### src/rtl/sseg4_scan.sv
// -----------------------------------------------------------------------------
// sseg4_scan
//
// Time-multiplexed driver for a 4-digit common-anode seven-segment display.
// A load strobe captures a 16-bit hex value, per-digit decimal points and
// per-digit enables into shadow registers. A refresh counter steps through
// the four digits, blanking every digit for the first BLANK_CYCLES cycles of
// its slot to avoid ghosting. All pins are active-low and registered.
//
// Parameters:
//   REFRESH_DIV  : clk cycles per digit slot (2 .. 2**20)
//   BLANK_CYCLES : cycles at the start of each slot with all anodes off
//                  (must be < REFRESH_DIV)
//
// Ports:
//   clk        in   system clock, rising edge
//   rst_n      in   asynchronous active-low reset
//   load       in   capture strobe for value/dp_in/en_in
//   value      in   [15:0] four hex nibbles, nibble i -> digit i (0 = rightmost)
//   dp_in      in   [3:0] decimal point per digit, 1 = lit
//   en_in      in   [3:0] digit enable per digit, 1 = may be displayed
//   lzb        in   leading-zero blanking enable (live, not shadowed)
//   seg        out  [6:0] segments {g,f,e,d,c,b,a}, active-low
//   dp         out  decimal point, active-low
//   an         out  [3:0] anodes, active-low, at most one bit low
//   frame_tick out  one-cycle pulse when the digit index wraps 3 -> 0
// -----------------------------------------------------------------------------
module sseg4_scan #(
  parameter int REFRESH_DIV  = 100000,
  parameter int BLANK_CYCLES = 2
) (
  input  logic        clk,
  input  logic        rst_n,
  input  logic        load,
  input  logic [15:0] value,
  input  logic [3:0]  dp_in,
  input  logic [3:0]  en_in,
  input  logic        lzb,
  output logic [6:0]  seg,
  output logic        dp,
  output logic [3:0]  an,
  output logic        frame_tick
);

  localparam int CW = (REFRESH_DIV > 2) ? $clog2(REFRESH_DIV) : 1;
  localparam logic [CW-1:0] CNT_MAX   = CW'(REFRESH_DIV - 1);
  localparam logic [CW-1:0] BLANK_END = CW'(BLANK_CYCLES);

  // Active-low segment pattern {g,f,e,d,c,b,a} for one hex nibble.
  function automatic logic [6:0] decode(input logic [3:0] nib);
    logic [6:0] s;
    case (nib)
      4'h0:    s = 7'b1000000;
      4'h1:    s = 7'b1111001;
      4'h2:    s = 7'b0100100;
      4'h3:    s = 7'b0110000;
      4'h4:    s = 7'b0011001;
      4'h5:    s = 7'b0010010;
      4'h6:    s = 7'b0000010;
      4'h7:    s = 7'b1111000;
      4'h8:    s = 7'b0000000;
      4'h9:    s = 7'b0010000;
      4'hA:    s = 7'b0001000;
      4'hB:    s = 7'b0000011;
      4'hC:    s = 7'b1000110;
      4'hD:    s = 7'b0100001;
      4'hE:    s = 7'b0000110;
      default: s = 7'b0001110;
    endcase
    return s;
  endfunction

  // State
  logic [CW-1:0] cnt_q, cnt_d;
  logic [1:0]    idx_q, idx_d;
  logic [15:0]   val_q, val_d;
  logic [3:0]    dp_sh_q, dp_sh_d;
  logic [3:0]    en_sh_q, en_sh_d;

  // Registered outputs
  logic [6:0]    seg_q, seg_d;
  logic          dp_q, dp_d;
  logic [3:0]    an_q, an_d;
  logic          ft_q, ft_d;

  // Helpers
  logic          wrap;
  logic [3:0]    nib;
  logic [3:0]    dark;   // nibble is zero or digit disabled
  logic [3:0]    sup;    // suppressed by leading-zero blanking
  logic          visible;

  always_comb begin
    wrap = (cnt_q == CNT_MAX);
    nib  = val_q[{idx_q, 2'b00} +: 4];

    for (int i = 0; i < 4; i++) begin
      dark[i] = (val_q[4*i +: 4] == 4'h0) || !en_sh_q[i];
    end

    // Suppression propagates downward from digit 3; digit 0 always shows.
    sup    = 4'b0000;
    sup[3] = lzb && dark[3];
    sup[2] = sup[3] && dark[2];
    sup[1] = sup[2] && dark[1];

    visible = (cnt_q >= BLANK_END) && en_sh_q[idx_q] && !sup[idx_q];

    cnt_d = wrap ? '0 : cnt_q + 1'b1;
    idx_d = wrap ? idx_q + 2'd1 : idx_q;

    val_d   = load ? value : val_q;
    dp_sh_d = load ? dp_in : dp_sh_q;
    en_sh_d = load ? en_in : en_sh_q;

    if (visible) begin
      an_d  = ~(4'b0001 << idx_q);
      seg_d = decode(nib);
      dp_d  = ~dp_sh_q[idx_q];
    end else begin
      an_d  = 4'b1111;
      seg_d = 7'b1111111;
      dp_d  = 1'b1;
    end

    // High during the cycle in which idx_q has just returned to 0.
    ft_d = wrap && (idx_q == 2'd3);
  end

  always_ff @(posedge clk or negedge rst_n) begin
    if (!rst_n) begin
      cnt_q   <= '0;
      idx_q   <= 2'd0;
      val_q   <= 16'h0000;
      dp_sh_q <= 4'b0000;
      en_sh_q <= 4'b0000;
      seg_q   <= 7'b1111111;
      dp_q    <= 1'b1;
      an_q    <= 4'b1111;
      ft_q    <= 1'b0;
    end else begin
      cnt_q   <= cnt_d;
      idx_q   <= idx_d;
      val_q   <= val_d;
      dp_sh_q <= dp_sh_d;
      en_sh_q <= en_sh_d;
      seg_q   <= seg_d;
      dp_q    <= dp_d;
      an_q    <= an_d;
      ft_q    <= ft_d;
    end
  end

  assign seg        = seg_q;
  assign dp         = dp_q;
  assign an         = an_q;
  assign frame_tick = ft_q;

endmodule

### config.mk
export PLATFORM = sky130hd
export DESIGN_NAME = sseg4_scan
export DESIGN_NICKNAME = d
export VERILOG_FILES = /design/src/rtl/sseg4_scan.sv
export SDC_FILE = /design/constraint.sdc
export NUM_CORES = 1
export LEC_CHECK = 0
export CELL_PAD_IN_SITES_DETAIL_PLACEMENT = 0
export CELL_PAD_IN_SITES_GLOBAL_PLACEMENT = 1
export CORE_MARGIN = 3
export CORE_UTILIZATION = 39
export DETAILED_ROUTE_END_ITERATION = 10
export PLACE_DENSITY = 0.83
export SLEW_MARGIN = 10
export SYNTH_ARGS = -nofsm -noshare
export SYNTH_HDL_FRONTEND = slang
export SYNTH_SLANG_ARGS = --single-unit
### constraint.sdc
create_clock -name clk -period 2 [get_ports clk]
set_clock_uncertainty 0.05 [all_clocks]
set_input_delay 0.5 -clock clk [delete_from_list [all_inputs] [get_ports clk]]
set_output_delay 0.5 -clock clk [all_outputs]
set_load 0.01 [all_outputs]
==> results of run 1 <==
Yosys cell counts (all sizes together) (5+ instances only):
cell type,n,share of area (%)
xor2,6,1.9
nand4,5,1.1
nor4,5,1.7
ha,12,5.4
inv,7,0.95
clkbuf,5,0.72
nand3,8,1.4
mux2,26,11
xnor2,9,2.8
o211ai,5,1.5
dfrtp,44,40
dfstp,12,11
buf,5,1.4
mux4,5,4.1
nor2,13,1.8
nand2,21,2.8
layout make-up:
| type | instances | area, sq um | share of cell area, % |
|---|---|---|---|
| multi-input combinational | 157 | 1330 | 36.3 |
| tap | 96 | 120 | 3.29 |
| clock inverter | 3 | 22.5 | 0.617 |
| sequential | 56 | 1420 | 38.8 |
| clock buffer | 5 | 68.8 | 1.88 |
| inverter | 7 | 28.8 | 0.788 |
| timing repair buffer | 73 | 668 | 18.3 |
logic make-up (layout without fill, tap and decap cells):
| family | Yosys count | after routing | share of synthesized area (%) |
|---|---|---|---|
| AO/OA/AOI/OAI | 23 | 23 | 5.91 |
| XOR/XNOR | 15 | 15 | 4.74 |
| adder cells (fa/ha/maj) | 13 | 13 | 5.78 |
| AND/OR/NAND/NOR | 71 | 71 | 13.3 |
| multiplexers | 35 | 35 | 16.2 |
| flip-flops | 56 | 56 | 51.1 |
| buffers and inverters | 17 | 88 | 3.02 |
path summary, 6_finish.rpt:
check                               start        end  depth (start not counted)
worst max-delay path             idx_q[0]     seg[4]                          5
min in group clk                cnt_q[13]  cnt_q[13]                          1
worst min register to register  cnt_q[13]  cnt_q[13]                          1
worst min-delay path                rst_n   val_q[2]                          2
worst max register to register   idx_q[0]     seg[4]                          5
max in group asynchronous           rst_n      an[3]                          2
layer usage:
layer,vias to the layer above,global-route usage [%]
li1,960,-
met5,-,0
met4,0,3.06
met3,9,3.17
met1,958,20.6
met2,39,22.0
worst register-to-register path: cells and delay by family, from the launching register on:
kind	cells	cell delay (ns)
buf+inv	2	0.36
mux	2	0.89
flops	1	0.44
compound gates	1	0.13
where the power goes:
part	switching [mW]	internal, mW	total, mW
clock	0.385	0.252	0.637
combinational	0.177	0.251	0.428
sequential	0.0442	1.22	1.27
total	0.606	1.73	2.33
state kept, by name (all words and copies together) (netlist names):
name and flops:
idx_q 2, frame_tick 1, dp 1, an 4
seg 7, en_sh_q 4, val_q 16, cnt_q 17
dp_sh_q 4
what timing repair did:
item / 4_1_cts / 5_1_grt
pin swaps: 0 / 2
gates resized for setup: 2 / 11
setup buffers: 1 / 4
endpoints found under the setup margin: 12 / 6
through the flow:
stage	setup TNS, ns	util, %	area (sq um)	cells	total power [mW]
after global placement	-1.82	50.8	3470	384	1.68
after floorplan	0	-	2780	230	1.48
after detailed placement	-2.13	50.8	3470	384	1.69
after CTS	0	52.3	3580	393	2.33
after global routing	-0.0563	53.5	3650	397	2.45
final	0	53.5	3650	397	2.33
==> flow_metrics.tcl, run 1 <==
set metrics [dict create \
    dp_slack_ns -0.300 \
    layout_commonest_cell "dfrtp_1" \
    grt_usage_pct 14.2 \
    initial_utilization_pct 40.6 \
    syn_to_final_growth_pct 31.7 \
    whs_ns 0.119 \
    gp_congestion 0.810 \
    grt_pass1_wl_microns 9510 \
    dieArea_sq_mm 0.00816 \
    layout_common_cells "dfrtp_1 (42), clkdlybuf4s50_1 (39), buf_4 (31), mux2_2 (25), nand2_1 (21)" \
    synth_edf_count 0 \
    leakage_nw 1.52 \
    vias 1966 \
    cp_max_fo 8 \
    cts_tree "yes" \
    synth_fp_nets 270 \
    rsz0062_at_grt "yes" \
    period_minus_slack_ns 1.93 \
    setup_ws_ns 0.0748 \
    crit_top_cell "buf_4" \
    post-route-period-util_pct 96.3 \
    clock_latency_ns 0.31 \
    die_h_microns 90.3 \
    cpPeakStageDelay_ns 0.60 \
    cts_buffers 5 \
    crit_buf_inv 2 \
    ys_types 43 \
    first_pass_iters 4 \
    postSynthAreaPerCell_sq_um 12.1 \
    crit_required_ns 2.20 \
    critical_path.cell_chain "buf_4 -> mux4_2 -> buf_4 -> mux2_4 -> o211ai_2" \
    clkTransAtPathRegs_ns 0.10 \
    drt_iter0_drc 75 \
    layout-drive-gt1-share_pct 32.2 \
    max_freq_mhz 519 \
    hold_class "primary input to asynchronous set/reset pin" \
    ctsHoldBuffers 0 \
    grt_max_degree 57 \
    synth_ff_type "dfrtp_1" \
    slew_viol_final 0 \
    drt-vias-per-instance 4.95 \
    antenna_found_initial 0 \
    place_hpwl_microns 4080 \
    ys_async_sr_fraction_pct 100 \
    routed-wl-met3_microns 170 \
    setup_viol 0 \
    fin_nets 340 \
    maxCapViolations 0 \
    met2_length_microns 2590 \
    top_layer "met4" \
    io_buffers 40 \
    cp-start-kind "flop" \
    avgRoutedWirePerCell_microns 13.9 \
    hold_viol_final 0 \
    drc 0 \
    n_antenna_cell 0 \
    wl_met1_microns 2690 \
    status "complete, no violations" \
    cp-end-kind "flop" \
    core_area_sq_mm 0.00683 \
    die_width_microns 90.3 \
    r2r_slack_ns 0.07 \
    peakVddDrop_mv 0.397 \
    ioPinCount 41 \
    synthCells 230 \
    yosys_warnings 0 \
    fill_cells 625 \
    num_rows 30 \
    grt_pass1_vias 1961 \
    routed_wl_microns 5510 \
    clock_sinks 56 \
    postRouteAntennaNets 0 \
    cpMaxStageDelayCell "mux4_2" \
    ys_ff_latch 56 \
    h-tree-depth 2 \
    cts_root_buffer "clkbuf_8" \
    powerDensity_mw_per_mm2 639 \
    worstMarginPinSlew_ns 0.530 \
    cp.arrival_ns 2.12 \
    synth.yosys.seq_area_share_pct 51.1 \
    clk_path_buf_depth 2 \
    cp_top_family "multiplexers" \
    worstSetupPathType "flop to flop" \
    overflow 0 \
    slew_headroom_pct 64.2 \
    syn_area_sq_mm 0.00277 \
]
No activity file was read; power rests on OpenSTA's default activity.
==> run 2: changes to the inputs <==
--- a/config.mk
+++ b/config.mk
@@ -7,10 +7,12 @@
 export LEC_CHECK = 0
 export CELL_PAD_IN_SITES_DETAIL_PLACEMENT = 0
 export CELL_PAD_IN_SITES_GLOBAL_PLACEMENT = 1
+export CORE_ASPECT_RATIO = 1.1
 export CORE_MARGIN = 3
 export CORE_UTILIZATION = 39
 export DETAILED_ROUTE_END_ITERATION = 10
 export PLACE_DENSITY = 0.83
+export RECOVER_POWER = 25
 export SLEW_MARGIN = 10
 export SYNTH_ARGS = -nofsm -noshare
 export SYNTH_HDL_FRONTEND = slang
==> run 2 against run 1 <==
Via count down 1.4%. Combinational power down 6.1%. Non-clock buffer count down 4. Critical path type unchanged. Clock power up 19%. Critical endpoint is now seg[0]. Sequential share of layout area up 0.62 points.
==> flow_metrics.tcl, run 2 (synthesis gave the netlist of run 1 again) <==
set metrics [dict create \
    p_int_mw 1.83 \
    max_freq_mhz 518 \
    worstMarginPinSlew_ns 1.36 \
    initial_utilization_pct 41.1 \
    peakVddDrop_mv 0.378 \
    design_area_sq_mm 0.00359 \
    fin_nets 336 \
    cp.arrival_ns 2.12 \
    grt_pass1_vias 1897 \
    dp_slack_ns -0.284 \
    slew_headroom_pct 9.49 \
    critical_path.cell_chain "mux4_2 -> inv_2 -> ha_2 -> nor2_1 -> a21oi_1 -> mux2i_1 -> o31ai_1" \
    grt_max_degree 57 \
    largest_register_ffs 17 \
    maxCapViolations 0 \
    routed_wl_microns 5520 \
    slew_viol_final 0 \
    syn_to_final_growth_pct 29.6 \
    ioPinCount 41 \
    cpMaxStageDelayCell "mux4_2" \
    power_frac_comb_pct 16.6 \
    layout_commonest_cell "dfrtp_1" \
    setup_viol 0 \
    post-route-period-util_pct 96.5 \
    core_area_sq_mm 0.00675 \
    cts_root_buffer "clkbuf_8" \
    layout_common_cells "dfrtp_1 (42), clkdlybuf4s50_1 (39), buf_4 (27), mux2_2 (25), nand2_1 (20)" \
    hold_viol_final 0 \
    crit_required_ns 2.19 \
    drt_iter0_drc 90 \
    switchingPower_mw 0.596 \
    top_layer "met4" \
    placed_area_sq_mm 0.00343 \
    period_minus_slack_ns 1.93 \
    top_register "cnt_q" \
    clock_latency_ns 0.32 \
    overflow 0 \
    h-tree-depth 2 \
    clkTransAtPathRegs_ns 0.10 \
    clock_sinks 56 \
    setup_ws_ns 0.0703 \
    powerDensity_mw_per_mm2 676 \
    vias 1938 \
    n_antenna_cell 0 \
    cp_max_fo 5 \
    cp-end-kind "flop" \
    dieArea_sq_mm 0.00816 \
    leakage_nw 1.51 \
    routed-wl-met3_microns 200 \
    die_h_microns 94.4 \
    worstSetupPathType "flop to flop" \
    antenna_found_initial 0 \
    fill_cells 612 \
    crit_buf_inv 1 \
    cts_buffers 5 \
    cpPeakStageDelay_ns 0.60 \
    clkPwrFrac_pct 31.3 \
    met2_length_microns 2570 \
    place_hpwl_microns 3990 \
    cts_tree "yes" \
    io_buffers 40 \
    postRouteAntennaNets 0 \
    wl_met1_microns 2670 \
    die_width_microns 86.4 \
    p_seq_share_pct 52.2 \
    gp_congestion 0.755 \
    rsz0062_at_grt "yes" \
    clk_path_buf_depth 2 \
    avgRoutedWirePerCell_microns 14.6 \
    hold_class "flop to flop" \
    first_pass_iters 4 \
    switching_share_pct 24.5 \
    cp_top_family "multiplexers" \
    drt-vias-per-instance 5.11 \
    cp-start-kind "flop" \
    drc 0 \
    layout-drive-gt1-share_pct 31.0 \
    status "complete, no violations" \
    grt_usage_pct 14.2 \
    num_rows 31 \
    ctsHoldBuffers 0 \
    grt_pass1_wl_microns 9160 \
]
==> run 2: final cells by class <==
cell class | count | area, sq um | share of cell area [%]
Sequential cell | 56 | 1420 | 39.5
Multi-Input combinational cell | 157 | 1310 | 36.4
Timing Repair Buffer | 69 | 623 | 17.3
Tap cell | 82 | 103 | 2.85
Clock buffer | 5 | 68.8 | 1.91
Clock inverter | 3 | 46.3 | 1.29
Inverter | 7 | 26.3 | 0.731
==> run 2: final timing paths <==
check                              start         end  slack [ns]  cells after the start
worst min register to register  cnt_q[8]    cnt_q[8]        0.46                      1
max in group asynchronous          rst_n    idx_q[1]        0.48                      2
worst min-delay path            cnt_q[8]    cnt_q[8]        0.46                      1
min in group asynchronous          rst_n  frame_tick        0.52                      2
worst max-delay path            idx_q[0]      seg[0]        0.07                      7
worst max register to register  idx_q[0]      seg[0]        0.07                      7
==> run 2: metrics by stage <==
stage	cells	setup TNS (ns)	utilization, %	hold WS, ns	power [mW]
4_1_cts	377	0	52.9	0.123	2.44
2_1_floorplan	230	0	-	0.154	1.48
3_5_place_dp	367	-1.73	50.8	0.445	1.68
5_1_grt	379	-0.0934	53.3	0.465	2.55
3_3_place_gp	367	-1.24	50.8	0.431	1.67
6_report	379	0	53.3	0.458	2.43
==> run 2: per-layer routing <==
layer	track usage [%]	up-vias
met5	0	-
met4	4.29	0
met3	2.62	5
met2	21.4	40
met1	20.9	948
li1	-	945
==> run 2: what timing repair did <==
action | CTS | global route
pin swaps | 0 | 1
gates resized for setup | 2 | 8
hold endpoints to repair | 0 | 0
buffers inserted | 2 | 2
setup endpoints to repair | 12 | 6
==> run 2: power by group through the flow <==
stage / Sequential (mW) / Clock, mW / Combinational (mW)
final: 1.27 / 0.760 / 0.402
after global routing: 1.28 / 0.830 / 0.440
after CTS: 1.27 / 0.784 / 0.392
after detailed placement: 1.29 / 0 / 0.388
after global placement: 1.29 / 0 / 0.382
after floorplan: 1.29 / 0 / 0.189
==> run 2: worst reg2reg max path, delay by kind of cell (launching register included) <==
kind	cells	cell delay, ns
muxes	2	0.69
adders and majority gates	1	0.20
AOI/OAI and AO/OA	2	0.34
and+or+nand+nor	1	0.05
DFF	1	0.43
buffers and inverters	1	0.09
